--- src/rtl/fft_pkg.sv ---
// Shared FFT types and defaults, used by the FFT datapath, the frame loader and the bench.
package fft_pkg;

   localparam int FFT_N = 16;
   localparam int FFT_W = 31;
   localparam int Q     = 16;

   typedef logic signed [FFT_W:0] sample_t;
   typedef sample_t [1:0]         cplx_t;

endpackage

--- src/rtl/fft_frame_bank.sv ---
// One ping-pong bank: N-entry sample store with fill count, full/padded flags and a
// parallel read that masks everything at or beyond the fill count to zero.
module fft_frame_bank
   import fft_pkg::*;
#(
   parameter int N = FFT_N,
   parameter int W = FFT_W
) (
   input  logic                    clk,
   input  logic                    rst_n,
   input  logic                    i_wr_en,
   input  logic                    i_wr_last,
   input  logic [W:0]              i_wr_re,
   input  logic [W:0]              i_wr_im,
   input  logic                    i_rd_clr,
   output logic                    o_close,
   output logic                    o_full,
   output logic                    o_padded,
   output logic [N-1:0][1:0][W:0]  o_x
);

   localparam int AW = $clog2(N);
   localparam int CW = $clog2(N + 1);

   logic [CW-1:0]           r_cnt;
   logic                    r_full;
   logic                    r_padded;
   logic [N-1:0][1:0][W:0]  r_mem;
   logic [AW-1:0]           w_idx;

   assign w_idx    = r_cnt[AW-1:0];
   assign o_close  = i_wr_en & (i_wr_last | (r_cnt == CW'(N - 1)));
   assign o_full   = r_full;
   assign o_padded = r_padded;

   // Writes and consumption never target the same bank in one cycle: a full bank refuses writes.
   always_ff @(posedge clk) begin
      if (!rst_n) begin
         r_cnt    <= '0;
         r_full   <= 1'b0;
         r_padded <= 1'b0;
      end else if (i_wr_en) begin
         r_cnt <= r_cnt + 1'b1;
         if (o_close) begin
            r_full   <= 1'b1;
            r_padded <= (r_cnt != CW'(N - 1));
         end
      end else if (i_rd_clr) begin
         r_cnt    <= '0;
         r_full   <= 1'b0;
         r_padded <= 1'b0;
      end
   end

   // Storage is never cleared; the fill count alone hides stale entries.
   always_ff @(posedge clk) begin
      if (i_wr_en) begin
         r_mem[w_idx] <= {i_wr_im, i_wr_re};
      end
   end

   always_comb begin
      o_x = '0;
      for (int k = 0; k < N; k++) begin
         if (CW'(k) < r_cnt) begin
            o_x[k] = r_mem[k];
         end
      end
   end

endmodule

--- src/rtl/fft_frame_loader.sv ---
// Streaming-to-parallel framer for the combinational FFT: two banks in ping-pong,
// a write pointer for the filling bank and a read pointer for the presented frame.
module fft_frame_loader
   import fft_pkg::*;
#(
   parameter int N = FFT_N,
   parameter int W = FFT_W
) (
   input  logic                    clk,
   input  logic                    rst_n,
   input  logic                    s_valid,
   output logic                    s_ready,
   input  logic [W:0]              s_re,
   input  logic [W:0]              s_im,
   input  logic                    s_last,
   output logic                    frame_valid,
   input  logic                    frame_ready,
   output logic [N-1:0][1:0][W:0]  frame_x,
   output logic                    frame_padded,
   output logic                    frame_overrun
);

   logic                          r_wb;
   logic                          r_rb;
   logic [1:0]                    w_full;
   logic [1:0]                    w_padded;
   logic [1:0]                    w_close;
   logic [1:0]                    w_wr_en;
   logic [1:0]                    w_rd_clr;
   logic [1:0][N-1:0][1:0][W:0]   w_x;
   logic                          w_accept;
   logic                          w_consume;

   // The write bank is full only when the other bank is full too.
   assign s_ready       = !w_full[r_wb];
   assign w_accept      = s_valid & s_ready;
   assign frame_valid   = w_full[r_rb];
   assign w_consume     = frame_valid & frame_ready;
   assign frame_padded  = w_padded[r_rb];
   assign frame_x       = w_x[r_rb];
   assign frame_overrun = 1'b0;

   for (genvar g = 0; g < 2; g++) begin : g_bank
      assign w_wr_en[g]  = w_accept  & (r_wb == 1'(g));
      assign w_rd_clr[g] = w_consume & (r_rb == 1'(g));

      fft_frame_bank #(
         .N (N),
         .W (W)
      ) u_bank (
         .clk       (clk),
         .rst_n     (rst_n),
         .i_wr_en   (w_wr_en[g]),
         .i_wr_last (s_last),
         .i_wr_re   (s_re),
         .i_wr_im   (s_im),
         .i_rd_clr  (w_rd_clr[g]),
         .o_close   (w_close[g]),
         .o_full    (w_full[g]),
         .o_padded  (w_padded[g]),
         .o_x       (w_x[g])
      );
   end

   always_ff @(posedge clk) begin
      if (!rst_n) begin
         r_wb <= 1'b0;
         r_rb <= 1'b0;
      end else begin
         if (|w_close) begin
            r_wb <= ~r_wb;
         end
         if (w_consume) begin
            r_rb <= ~r_rb;
         end
      end
   end

endmodule

--- config.mk ---
export PLATFORM = sky130hd
export DESIGN_NAME = fft_frame_loader
export DESIGN_NICKNAME = d
export VERILOG_FILES = /design/src/rtl/fft_pkg.sv /design/src/rtl/fft_frame_bank.sv /design/src/rtl/fft_frame_loader.sv
export SDC_FILE = /design/constraint.sdc
export NUM_CORES = 2
export LEC_CHECK = 0
export CAP_MARGIN = 40
export CORE_AREA = 2 2 427 429
export CTS_CLUSTER_SIZE = 25
export DETAILED_ROUTE_END_ITERATION = 8
export DIE_AREA = 0 0 429 431
export GPL_ROUTABILITY_DRIVEN = 0
export PLACE_DENSITY_LB_ADDON = 0.3
export RECOVER_POWER = 100
export SLEW_MARGIN = 20
export SYNTH_ARGS = -nofsm -noshare
export SYNTH_HDL_FRONTEND = slang
export SYNTH_SLANG_ARGS = --single-unit
--- constraint.sdc ---
create_clock -name clk -period 10.7 [get_ports clk]
set_input_delay 1.07 -clock clk [delete_from_list [all_inputs] [get_ports clk]]
set_output_delay 1.07 -clock clk [all_outputs]
set_load 0.005 [all_outputs]
# Word-level counts from Yosys, hierarchy flattened
# Index checks and enable logic that the tools add are counted.
# op_classes
n_mux	60
bitwise_logic	12
reduce_logical	8
eq_ne	6
order_cmp	38
add_sub_neg	2
# op_table
operator	n
$mux W64	34
$bwmux W1024	2
$mux W1024	2
$demux W64 S4	2
$lt A4 B5 Y1 const A	16
$lt A3 B5 Y1 const A	8
$lt A1 B5 Y1 const A	4
$lt A2 B5 Y1 const A	4
$mux W5	4
$mux W1	16
$add A5 B1 Y5 const B	2
$eq A5 B4 Y1 const B	2
$lt A4 B5 Y1 const B	2
$ne A5 B4 Y1 const B	2
$and A1 B1 Y1	8
$ge A4 B1 Y1 const B	2
$lt A1 B2 Y1 const B	2
$ne A2 B2 Y1 const B	2
$reduce_and A2 Y1	2
$reduce_bool A2 Y1	2
$logic_and A1 B1 Y1	2
$not A1 Y1	2
$or A1 B1 Y1	2
$reduce_or A2 Y1	1
$logic_not A1 Y1	1
# totals
out_inout_bits	1028
word_cells	198
reg_bits	2064
inputBits	69

# Logic depth before layout (Yosys ltp)
# depth
word_depth	8
ltp_mapped	7
mapped_depth_nobuf	5

# Modules after synthesis
# From an unflattened synthesis, not the netlist that was laid out.
# unflattened
cells_unflattened	5639
area_unflattened_um2	92384.9
# modules_own_cells
mod	area_per_inst_um2	seq_area_each_um2	cells_per_inst	n_inst
fft_frame_bank	38506.9	30889.6	2241	2
fft_frame_loader	15371.0	40.0	1157	1

# Worst setup path after synthesis
# OpenSTA, ideal clock, no wires.
# synth_timing
path_kind	input port to flip-flop
start	input s_valid
end	register g_bank[0].u_bank.r_mem[0] (netlist bit) (enable)
arrival_ps	6134
required_time_ps	10135
path_stages	4
slack_ps	4001
cell_sequence	nor3b_1 clkbuf_1 nand2_1 nor3_1
# synth_between
elab_chain_len	2
# synth_rtl
item	line_no	source
start, declared	fft_frame_loader.sv:11	input logic s_valid,
$and A1 B1 Y1	fft_frame_loader.sv:36	assign w_accept = s_valid & s_ready;
$and A1 B1 Y1	fft_frame_loader.sv:44	assign w_wr_en[g] = w_accept & (r_wb == 1'(g));
end signal, assigned by index	fft_frame_bank.sv:58	r_mem[w_idx] <= {i_wr_im, i_wr_re};
end, declared	fft_frame_bank.sv:28	logic [N-1:0][1:0][W:0] r_mem;
# Every way passes these cells.
# A chain may end at the register's enable or synchronous reset.

==> run metrics <==
Worst-Skew Late Latency 0.87 ns; layout cell share with drive strength beyond 1 0.0715; Initial Utilization 0.405; worst slew pin tran 3.75 ns; worst vdd ir 156 uV; register area share after synthesis 0.848; Sum Neg Setup Slack 0 ns; first-pass iteration count of the detailed router 6; Nets 4821; residual DRC count 0; Synth Warn # 0; Site Rows 156; H-tree depth 4; clk sink count 2064; worst r2r path cells 6; GRT Overall Usage 0.273; Clock Skew 0.0383 ns; Max FO, Critical Path 40; largest net degree at the start of global routing 46; syn_nets 3569; # resized after CTS 0; cts bufs inserted 204; clk slew on worst S/H paths 0.06 ns; CP endpoint kind output pin; Slew HR -1.50; Gate Count Post-Synth 3492; critical path class reg2out; Lkg Pwr 33.0 nW; dpl ws 5.98 ns; GRT overflow 0; status finished, violations left; Die Wd 429 um; critical path cell sequence a21boi_4 > clkbuf_1 > clkbuf_1 > a22o_1 > dlygate4sd3_1; die height 431 um; routed len/inst 35.8 um; CTS tree done; WP buf/inv 3; CTS root buffer clkbuf_16; CP Launch Type flip-flop; average size of a mapped cell 20.9 um^2; crit-path max cell delay 2.51 ns; number of global-route vias before repair 39.5k; Post-CTS Hold Fix Bufs 0; final critical-path share of the clock period 0.741; drt total wl 261 mm; hold path cells 1; #FFs+latches synth 2064; first-pass GRT wire length 343 mm; flop2flop setup slack 3.66 ns; CP max stage cell clkbuf_1; Most common cell on crit path clkbuf_1; Hold Startpoint s_im[0]; number of max-cap violations 147; Crit path max-delay family buffers and inverters; critical path data required time 9.63 ns; post-synthesis cell area 72900 um^2; fin crit period 7.93 ns; clk buf depth 3; final hold violation count 0; 1st-iter DRT viols 4736; detailed placer's ending HPWL 168 mm; via count 42.2k; distinct cell type count after synthesis 49; IO buf count 1095; Final WS setup 2.77 ns; full die area 185000 um^2; Hold EP g_bank[0].u_bank.r_mem[928]$_DFFE_PP_; violated checks capacitance limit, slew limit; Hold Crit Class in2reg; RSZ-0062 raised after global routing no; setup bufs post-CTS 0; initial antenna violation count 14; Slew Limit Fails 4450; via-per-instance ratio 5.79; Worst EP arrival 6.86 ns; Final setup viols 0; cell area power density 175 nW/um^2; P&R area growth vs syn 27.9%; Ports 1097; Fmax 126 MHz; Core Region 180000 um^2; Post-DRT Antenna Nets 0; worst r2r dst g_bank[1].u_bank.r_mem[591]$_DFFE_PP_; Critical R2R Launch r_wb$_SDFFE_PN0P_
[area by class of cell]
type	instances	area (um^2)
inverter	7	26.3
multi-input combinational	1196	10200
timing repair buffer	1271	11800
clock buffer	254	5290
sequential	2064	61800
tap	2370	2970
antenna	10	25.0
fill	14400	86900
clock inverter	115	1200
[flip-flops by register name, summed over array words and instances (netlist names)]
name / count
g_bank.u_bank.r_mem: 2048
r_wb: 1
g_bank.u_bank.r_cnt: 10
g_bank.u_bank.o_full: 2
r_rb: 1
g_bank.u_bank.o_padded: 2
[layer usage]
layer / track usage / share of wire / wire length [um] / vias to the layer above
met1: 0.342 / 0.36 / 95100 / 22000
met4: 0.146 / 0.067 / 17500 / 0
li1: - / - / - / 17200
met2: 0.449 / 0.48 / 125000 / 2503
met5: 0 / 0 / 0 / -
met3: 0.0559 / 0.089 / 23200 / 524
[power breakdown]
part           switching (mW)  internal [mW]
clock                    3.08           3.89
sequential             0.0160           8.96
combinational           0.308          0.101
[cells by family (layout without fill, tap and decap cells)]
group | count (synthesis) | count (layout) | share of synthesized area
muxes | 4 | 4 | 0.000600
other | 1 | 11 | 0.0000514
DFF | 2064 | 2064 | 0.848
xor gates and xnor gates | 1 | 1 | 0.000120
buffers and inverters | 232 | 1647 | 0.0149
and+or+nand+nor | 110 | 110 | 0.00731
AOI/OAI and AO/OA | 1072 | 1072 | 0.128
adders and majority gates | 8 | 8 | 0.00137
[stage by stage]
stage                     instances  utilization  hold slack [ns]  area, um^2  total power, mW
after detailed placement       6897        0.488            0.524       88000             9.58
after global placement         6858        0.483            0.512       87000             9.56
after global routing           7279        0.518            0.474       93300             16.8
final                          7287        0.518            0.522       93300             16.4
after CTS                      7266        0.524            0.499       94500             16.5
after floorplan                3492            -            0.486       72900             9.22
[Yosys cell counts (all sizes together)]
master	number	area share
o21ai	8	0.00055
o21a	2	0.00021
nand3b	2	0.00021
nor3b	3	0.00031
a211oi	3	0.00048
mux2	3	0.00046
o211a	1	0.00014
and3b	1	0.00012
nand4	1	0.000086
nand3	12	0.00082
a21oi	18	0.0017
and2	1	0.000086
xor2	1	0.00012
clkbuf	63	0.0033
edfxtp	2048	0.84
nand2b	4	0.00034
dfxtp	16	0.0044
ha	8	0.0014
conb	1	0.000051
nand4b	1	0.00012
nor2	44	0.0025
mux2i	1	0.00014
a31oi	2	0.00026
a31o	1	0.00012
o41a	1	0.00015
a22oi	3	0.00031
a311oi	1	0.00036
inv	7	0.00036
a22o	1024	0.12
nand4bb	1	0.00015
or2	2	0.00017
nand2	21	0.0011
nor4	1	0.000086
a21boi	8	0.00082
nor2b	2	0.00017
nor4b	1	0.00012
nor3	13	0.00096
buf	162	0.011
[layout by cell type (no fill, tap or decap), types with 4 or more instances in the layout]
| master | n |
|---|---|
| a21boi_4 | 7 |
| a21oi_1 | 15 |
| a22o_1 | 1024 |
| buf_16 | 10 |
| buf_4 | 27 |
| bufinv_16 | 15 |
| clkbuf_1 | 221 |
| clkbuf_16 | 204 |
| clkdlybuf4s50_1 | 49 |
| clkinv_1 | 42 |
| clkinv_16 | 6 |
| clkinv_2 | 32 |
| clkinvlp_4 | 6 |
| dfxtp_1 | 16 |
| diode_2 | 10 |
| dlygate4sd3_1 | 1010 |
| edfxtp_1 | 2048 |
| ha_1 | 8 |
| inv_1 | 6 |
| inv_16 | 5 |
| nand2_1 | 21 |
| nand2b_1 | 4 |
| nand3_1 | 12 |
| nor2_1 | 37 |
| nor2_4 | 7 |
| nor3_1 | 11 |
| o21ai_0 | 8 |
[worst max path at each step]
stage | start | end | slack, ns | cells past startpoint
global placement | g_bank[1].u_bank.r_cnt[2]$_SDFFE_PN0P_ | frame_x[749] | 5.89 | 5
floorplan | s_valid | g_bank[0].u_bank.r_mem[0]$_DFFE_PP_ | 4.00 | 4
CTS | r_rb$_SDFFE_PN0P_ | frame_x[529] | 5.13 | 5
detailed placement | s_valid | g_bank[1].u_bank.r_mem[629]$_DFFE_PP_ | 5.98 | 7
finish | r_rb$_SDFFE_PN0P_ | frame_x[144] | 2.77 | 5
global route | r_rb$_SDFFE_PN0P_ | frame_x[181] | 2.56 | 5
No activity file was read; power rests on OpenSTA's default activity.
